===== config.mk =====
export PLATFORM = sky130hd
export DESIGN_NAME = dds_pwm_dac
export DESIGN_NICKNAME = d
export VERILOG_FILES = /design/src/rtl/dds_pwm_dac_pkg.sv /design/src/rtl/dds_pwm_dac_prescaler.sv /design/src/rtl/dds_pwm_dac.sv
export SDC_FILE = /design/constraint.sdc
export NUM_CORES = 1
export LEC_CHECK = 0
export BUFFER_PORTS_ARGS = -buffer_cell sky130_fd_sc_hd__buf_2
export CORE_MARGIN = 8
export CORE_UTILIZATION = 52
export CTS_BUF_LIST = sky130_fd_sc_hd__clkbuf_16
export DETAILED_ROUTE_END_ITERATION = 6
export PLACE_DENSITY_LB_ADDON = 0.1
export SLEW_MARGIN = 25
export SYNTH_ARGS = -nofsm -noshare
export SYNTH_HDL_FRONTEND = slang
export SYNTH_SLANG_ARGS = --single-unit

===== constraint.sdc =====
create_clock -name clk -period 3.45 [get_ports clk]
set_input_delay 0.5175 -clock clk [delete_from_list [all_inputs] [get_ports clk]]
set_output_delay 0.5175 -clock clk [all_outputs]
set_load 0.03 [all_outputs]

===== src/rtl/dds_pwm_dac_pkg.sv =====
`default_nettype none
// ============================================================================
//  Module      : dds_pwm_dac_pkg
//  Description : Shared definitions for the DDS PWM output stage: default
//                sample width, FSM state encoding and triangle-counter
//                direction encoding.
//  Revision    : 1.0 - initial release
// ============================================================================
package dds_pwm_dac_pkg;

    localparam int c_DATA_W_DEF = 8;

    typedef enum logic [0:0] {
        ST_IDLE = 1'b0,
        ST_RUN  = 1'b1
    } state_t;

    typedef enum logic [0:0] {
        DIR_UP   = 1'b0,
        DIR_DOWN = 1'b1
    } dir_t;

endpackage
`default_nettype wire


===== src/rtl/dds_pwm_dac_prescaler.sv =====
`default_nettype none
// ============================================================================
//  Module      : dds_prescaler
//  Description : Divides clk by PRESCALE and emits a one-clk tick. The tick is
//                high while the divider sits at 0, so the first cycle after a
//                clear is always a tick. PRESCALE=1 gives a permanent tick.
//  Ports       : clk   - system clock
//                reset - asynchronous active-high reset
//                clear - synchronous clear, holds the divider at 0
//                tick  - count-advance strobe
//  Revision    : 1.0 - initial release
// ============================================================================
module dds_prescaler #(
    parameter int PRESCALE = 1
) (
    input  logic clk,
    input  logic reset,
    input  logic clear,
    output logic tick
);

    localparam int                c_CW   = (PRESCALE > 1) ? $clog2(PRESCALE) : 1;
    localparam logic [c_CW-1:0]   c_LAST = c_CW'(PRESCALE - 1);
    localparam logic [c_CW-1:0]   c_ONE  = c_CW'(1);

    logic [c_CW-1:0] r_div;

    always_ff @(posedge clk or posedge reset) begin
        if (reset) begin
            r_div <= '0;
        end else if (clear || (r_div == c_LAST)) begin
            r_div <= '0;
        end else begin
            r_div <= r_div + c_ONE;
        end
    end

    assign tick = (r_div == '0);

endmodule
`default_nettype wire


===== src/rtl/dds_pwm_dac.sv =====
`default_nettype none
// ============================================================================
//  Module      : dds_pwm_dac
//  Description : Converts an unsigned sample stream into a 1-bit PWM drive.
//                One-entry shadow buffer with valid/ready handshake; the duty
//                register is reloaded only at PWM period boundaries.
//                Build option DDS_PWM_CENTER_EN selects a triangle
//                (centre-aligned) counter instead of the default sawtooth.
//  Ports       : clk, reset (async, active-high)
//                enable                    - 1 = RUN, 0 = IDLE
//                sample_in/valid/ready     - sample handshake
//                pwm_out                   - registered PWM output
//                period_start              - pulse in the duty-load cycle
//                underrun / underrun_clr   - sticky missing-sample flag
//  Revision    : 1.0 - initial release
// ============================================================================
module dds_pwm_dac
    import dds_pwm_dac_pkg::*;
#(
    parameter int DATA_W   = c_DATA_W_DEF,
    parameter int PRESCALE = 1
) (
    input  logic              clk,
    input  logic              reset,
    input  logic              enable,
    input  logic [DATA_W-1:0] sample_in,
    input  logic              sample_valid,
    output logic              sample_ready,
    output logic              pwm_out,
    output logic              period_start,
    output logic              underrun,
    input  logic              underrun_clr
);

    localparam logic [DATA_W-1:0] c_ONE = DATA_W'(1);

    state_t            r_state;
    state_t            w_state_nxt;
    logic [DATA_W-1:0] r_cnt;
    logic [DATA_W-1:0] r_duty;
    logic [DATA_W-1:0] w_duty_nxt;
    logic [DATA_W-1:0] r_shadow;
    logic [DATA_W-1:0] w_shadow_nxt;
    logic              r_full;
    logic              w_full_nxt;
    logic              r_pwm;
    logic              r_underrun;
    logic              w_tick;
    logic              w_stay_run;
    logic              w_boundary;
    logic              w_accept;

    // ---------------------------------------------------------------- FSM
    always_ff @(posedge clk or posedge reset) begin
        if (reset) begin
            r_state <= ST_IDLE;
        end else begin
            r_state <= w_state_nxt;
        end
    end

    always_comb begin
        w_state_nxt = r_state;
        case (r_state)
            ST_IDLE: if (enable)  w_state_nxt = ST_RUN;
            ST_RUN:  if (!enable) w_state_nxt = ST_IDLE;
            default: w_state_nxt = ST_IDLE;
        endcase
    end

    // Counting only continues while RUN persists into the next cycle; a
    // dropped enable clears counter, prescaler and output on the same edge.
    assign w_stay_run = (r_state == ST_RUN) && enable;

    dds_prescaler #(
        .PRESCALE (PRESCALE)
    ) u_prescaler (
        .clk   (clk),
        .reset (reset),
        .clear (!w_stay_run),
        .tick  (w_tick)
    );

    assign w_boundary = w_stay_run && w_tick && (r_cnt == '0);
    assign w_accept   = sample_valid && !r_full;

    // ------------------------------------------------ shadow / duty update
    always_comb begin
        w_duty_nxt   = r_duty;
        w_shadow_nxt = r_shadow;
        w_full_nxt   = r_full;
        if (!w_stay_run) begin
            w_duty_nxt = '0;
        end else if (w_boundary) begin
            if (r_full) begin
                w_duty_nxt = r_shadow;
            end else if (w_accept) begin
                w_duty_nxt = sample_in;   // bypass: shadow stays empty
            end
        end
        if (w_boundary && r_full) begin
            w_full_nxt = 1'b0;
        end else if (w_accept && !w_boundary) begin
            w_full_nxt   = 1'b1;
            w_shadow_nxt = sample_in;
        end
    end

    always_ff @(posedge clk or posedge reset) begin
        if (reset) begin
            r_duty     <= '0;
            r_shadow   <= '0;
            r_full     <= 1'b0;
            r_pwm      <= 1'b0;
            r_underrun <= 1'b0;
        end else begin
            r_duty   <= w_duty_nxt;
            r_shadow <= w_shadow_nxt;
            r_full   <= w_full_nxt;
            // Compare against the duty being loaded so the boundary count
            // already uses the new period's duty.
            r_pwm    <= w_stay_run && (r_cnt < w_duty_nxt);
            if (w_boundary && !r_full && !w_accept) begin
                r_underrun <= 1'b1;
            end else if (underrun_clr) begin
                r_underrun <= 1'b0;
            end
        end
    end

    // ------------------------------------------------------------ counter
`ifdef DDS_PWM_CENTER_EN
    localparam logic [DATA_W-1:0] c_MAX = {DATA_W{1'b1}};
    dir_t r_dir;

    // Triangle 0 -> MAX -> 1 -> 0: count 0 appears once per period.
    always_ff @(posedge clk or posedge reset) begin
        if (reset) begin
            r_cnt <= '0;
            r_dir <= DIR_UP;
        end else if (!w_stay_run) begin
            r_cnt <= '0;
            r_dir <= DIR_UP;
        end else if (w_tick) begin
            if (r_dir == DIR_UP) begin
                if (r_cnt == c_MAX) begin
                    r_dir <= DIR_DOWN;
                    r_cnt <= r_cnt - c_ONE;
                end else begin
                    r_cnt <= r_cnt + c_ONE;
                end
            end else begin
                if (r_cnt == c_ONE) begin
                    r_dir <= DIR_UP;
                end
                r_cnt <= r_cnt - c_ONE;
            end
        end
    end
`else
    always_ff @(posedge clk or posedge reset) begin
        if (reset) begin
            r_cnt <= '0;
        end else if (!w_stay_run) begin
            r_cnt <= '0;
        end else if (w_tick) begin
            r_cnt <= r_cnt + c_ONE;
        end
    end
`endif

    assign sample_ready = !r_full;
    assign pwm_out      = r_pwm;
    assign period_start = w_boundary;
    assign underrun     = r_underrun;

endmodule
`default_nettype wire

# Word-level counts from Yosys, hierarchy flattened
# Index checks and enable logic that the tools add are counted.
# totals
regBits	29
inputBits	13
output_inout_bits	4
elab_cells	44
# op_classes
n_addsub	2
order_cmp	1
eq_ne	1
muxes	12
bitwise_logic	2
n_reduce_logical	18
# op_table
op	count
two-way mux 8 bit	6
logical AND 1 bit	9
adder 8 x 1 -> 8 bit, second input constant	1
zero test 8 bit	1
< comparator 8 bit	1
two-way mux 1 bit	6
zero test 1 bit	4
nonzero test 2 bit	2
!= test 2 bit, second input constant	1
NOT 1 bit	2
AND reduction 2 bit	1
adder 1 bit, second input constant	1
logical OR 1 bit	1

# Logic depth before layout (Yosys ltp)
# depth
ltp_word	8
mapped_depth	12
mapped_depth_nobuf	12

# By module
# Synthesis repeated with hierarchy kept, for this count alone.
# hier_totals
hier_cells	172
area_unflattened_um2	1735.4
# modules_own_cells
mod	instances	cells_each	area_per_inst_um2	seq_area_each_um2
dds_pwm_dac	1	168	1699.1	700.7
dds_prescaler	1	4	36.3	25.0

# Least setup slack after synthesis
# OpenSTA, ideal clock, no wires.
# synth_timing
kind	register to register
start	reg r_cnt[0]
end	reg r_pwm, in the netlist pwm_out
setup_ps	77
arrival_time_ps	2728
required_ps	3373
setup_slack_ps	644
path_stages_with_launch	13
n_path_buf	1
synth_period_minus_slack_ps	2806
cell_sequence	dfrtp_1 > inv_1 > ha_1 > or4b_4 > or3_4 > nor2_4 > buf_4 > o21ai_0 > ha_1 > a211o_1 > nor3_1 > o21ai_0 > a21oi_1
# synth_between
elab_chain_len	6
# synth_lines
item	line_no	rtl
start, declared	dds_pwm_dac.sv:39	logic [DATA_W-1:0] r_cnt;
start signal, assigned	dds_pwm_dac.sv:167	r_cnt <= r_cnt + c_ONE;
zero test 8 bit	dds_pwm_dac.sv:84	assign w_boundary = w_stay_run && w_tick && (r_cnt == '0);
logical AND 1 bit	dds_pwm_dac.sv:84	
two-way mux 8 bit	dds_pwm_dac.sv:94	end else if (w_boundary) begin
two-way mux 8 bit	dds_pwm_dac.sv:92	if (!w_stay_run) begin
< comparator 8 bit (*)	dds_pwm_dac.sv:122	r_pwm <= w_stay_run && (r_cnt < w_duty_nxt);
logical AND 1 bit (*)	dds_pwm_dac.sv:122	
end signal, assigned	dds_pwm_dac.sv:122	
end, declared	dds_pwm_dac.sv:46	logic r_pwm;
# Mark *: on every way between the ends. The rest lies on a longest branch, timed or not.
# A chain may end at the register's enable or synchronous reset.

# Final worst setup path
# Same ends and word-level chain as after synthesis.

==> metrics.csv <==
stage;metric;value;unit
sta;Max-Slew Margin vs Limit;60.6;%
routing;vias;1068;
routing;drt first pass iters;4;
power_and_ir_drop;worst vdd ir;0.000531;V
sta;clk_skew;0.00221;ns
power_and_ir_drop;pwr dens;520;nW/um^2
global_route;antenna violations before repair;0;
clock_tree;Hold-fix buffers, CTS;0;
floorplan;die height;70.4;um
synthesis;area leader, netlist;dfrtp_1;
worst_setup_path;Crit Path Max Fanout;14;
synthesis;#FFs+latches synth;29;
synthesis;Post-synth ARST share;100;%
placement;port bufs;16;
worst_setup_path;critical path launch point type;register;
finish;# fillers;221;
floorplan;Initial Utilization;55.2;%
global_route;gr ovfl total;0;
routing;post-DR vias/cell;5.56;
clock_tree;insertion delay to the later sink of the worst-skew pair;0.27;ns
worst_setup_path;CP endpoint kind;register;
routing;drt first-iter violations;70;
sta;fin crit period;3.04;ns
clock_tree;CTS Buf Count;5;
sta;endpoints failing setup;0;
synthesis;register area share after synthesis;47.2;%
floorplan;die footprint;4950;um^2
global_route;total track usage;13.5;%
sta;hold slack;0.312;ns
sta;Period Utilization, post-route;88.1;%
floorplan;die width;70.4;um
clock_tree;Post-CTS Resized;0;
sta;Setup TNS;0;ns
worst_setup_path;Crit Path Category;reg2reg;
worst_setup_path;WP data required;3.65;ns
clock_tree;TritonCTS sink count;29;
synthesis;area share of the largest cell type after synthesis;47.2;%
routing;Post-Route WL;3020;um
finish;final std cells w/o fill;192;
power_and_ir_drop;Pwr Total;928;uW
placement;Post-Place Cell Area;1650;um^2
sta;Slew @ Worst Pin;0.590;ns
finish;ratio of cells with drive above 1 in the final layout;24.2;%
finish;finished layout cell area;1780;um^2
outcome;status;finished clean;
placement;GPL Wtd Cong;0.794;
synthesis;top post-synthesis cells by area;dfrtp_1 (47%), mux2_4 (7.8%), ha_1 (7.3%);
synthesis;Mapped Cells;139;
floorplan;Top Ports;17;
synthesis;syn nets;161;
clock_tree;post-CTS setup buffer count;0;
power_and_ir_drop;Static Leak;0.000840;uW
global_route;first-pass GRT wire length;5240;um
floorplan;core area;2780;um^2
finish;multi-input logic area;752;um^2
synthesis;EDFF count, synth;0;
worst_setup_path;Worst EP arrival;3.24;ns
clock_tree;Root Buffer;clkbuf_16;
sta;Highest Clock Rate;0.329;GHz
routing;DRT antenna net count;0;
synthesis;Synth cell types;39;
sta;RSZ-0062 raised after global routing;false;
synthesis;Post-Syn Area per Cell;11.1;um^2
finish;antenna diode count;0;
placement;Cells after DPL;184;
routing;drc violations;0;
floorplan;Rows;19;
placement;post-DP HPWL;2230;um
sta;endpoints failing hold;0;
finish;Syn-to-layout area delta;16.1;%
hold_path;Hold Crit Class;in2async;
clock_tree;CTS tree;yes;
clock_tree;Clock Pin Slew Worst Setup and Hold Paths;0.05;ns
synthesis;Post-Syn Area;1540;um^2
global_route;largest net degree at the start of global routing;30;
routing;routed length per instance;15.7;um
sta;Pins Over Slew Limit;0;
finish;nets;182;
flow_run;Max Cap Viol;0;
finish;Reg area;726;um^2
clock_tree;H-tree levels;2;
clock_tree;Max clock buf depth;2;
global_route;vias in the first global route;1077;
synthesis;synthesis warning total;0;
synthesis;Primary FF master, synth;dfrtp_1;
## Yosys cell counts, drive strengths merged (2+ instances only)
| cell type | n |
|---|---|
| o21a | 7 |
| xor2 | 5 |
| o21ai | 10 |
| inv | 6 |
| nand4 | 2 |
| nand2 | 3 |
| xnor2 | 2 |
| buf | 2 |
| clkinv | 2 |
| nand3 | 4 |
| o22ai | 6 |
| mux2 | 8 |
| ha | 9 |
| or3 | 2 |
| a21oi | 9 |
| dfrtp | 29 |
| nor2 | 15 |
## where the power goes
part / total (uW) / internal, uW / switching, uW
registers: 398 / 375 / 23.2
clock network: 400 / 259 / 141
logic: 129 / 70.3 / 59.1
## metrics by stage
stage          worst slack (ns)  utilization (%)
2_1_floorplan             0.644                -
3_3_place_gp              0.546             59.2
3_5_place_dp              0.455             59.2
4_1_cts                   0.442             64.1
5_1_grt                   0.216             64.1
6_report                  0.409             64.1
## final timing paths
kind	slack (ns)	startpoint	endpoint	cells past startpoint
setup reg to reg	0.41	r_cnt[0]	pwm_out	11
hold / removal	0.31	reset	r_shadow[1]	2
hold reg to reg	0.48	r_duty[1]	r_duty[1]	1
max in group asynchronous	2.75	reset	u_prescaler.r_div	2
min in group clk	0.38	enable	r_state	1
setup / recovery	0.41	r_cnt[0]	pwm_out	11
## sequential cells by signal (all words and copies together), names as in the netlist
signal,cells
r_cnt,8
r_duty,8
r_shadow,8
pwm_out,1
r_full,1
r_state,1
u_prescaler.r_div,1
underrun,1
## routing by layer
metal | wire [um] | part of all wire, % | vias to the layer above | track usage (%)
met5 | 0 | 0 | - | 0
met4 | 54 | 1.8 | 0 | 6.70
met3 | 154 | 5.1 | 6 | 5.65
met2 | 1320 | 44 | 25 | 18.1
met1 | 1490 | 49 | 496 | 17.8
li1 | - | - | 541 | -
## area by class of cell
cell class | instances | share of cell area [%]
Multi-Input combinational cell | 99 | 42.1
Sequential cell | 29 | 40.7
Clock buffer | 5 | 7.01
Timing Repair Buffer | 17 | 4.91
Inverter | 8 | 2.38
Tap cell | 31 | 2.17
Clock inverter | 3 | 0.701
## cells by family after synthesis
logic type / count (synthesis) / synth area share (%)
AOI/OAI and AO/OA: 38 / 15.6
xor gates and xnor gates: 7 / 3.99
adders and majority gates: 9 / 7.33
buffers and inverters: 11 / 3.83
DFF: 29 / 47.2
muxes: 9 / 8.47
other: 1 / 0.244
and+or+nand+nor: 35 / 13.4
## layout by cell type (no fill, tap or decap), types with 2 or more instances in the layout
cell type   n
inv_1       5
a21oi_1     9
xor2_1      5
clkbuf_16   5
nand2_1     3
nor2_4      2
nand3_1     4
dfrtp_1    29
buf_2      16
nand4_1     2
o21ai_0    10
xnor2_1     2
mux2_4      8
o22ai_1     6
o21a_1      7
ha_1        9
nor2_1     13
clkinv_1    3
## worst max-delay path, stage by stage (launching register included)
cell     delay, ns
dfrtp_1       0.42
inv_1         0.08
ha_1          0.13
or4b_4        0.47
or3_4         0.45
nor2_4        0.25
o21ai_0       0.17
ha_1          0.34
a21oi_1       0.15
o21ai_0       0.08
or3_1         0.31
a21oi_1       0.12
Power figures use the tool's default switching activity.
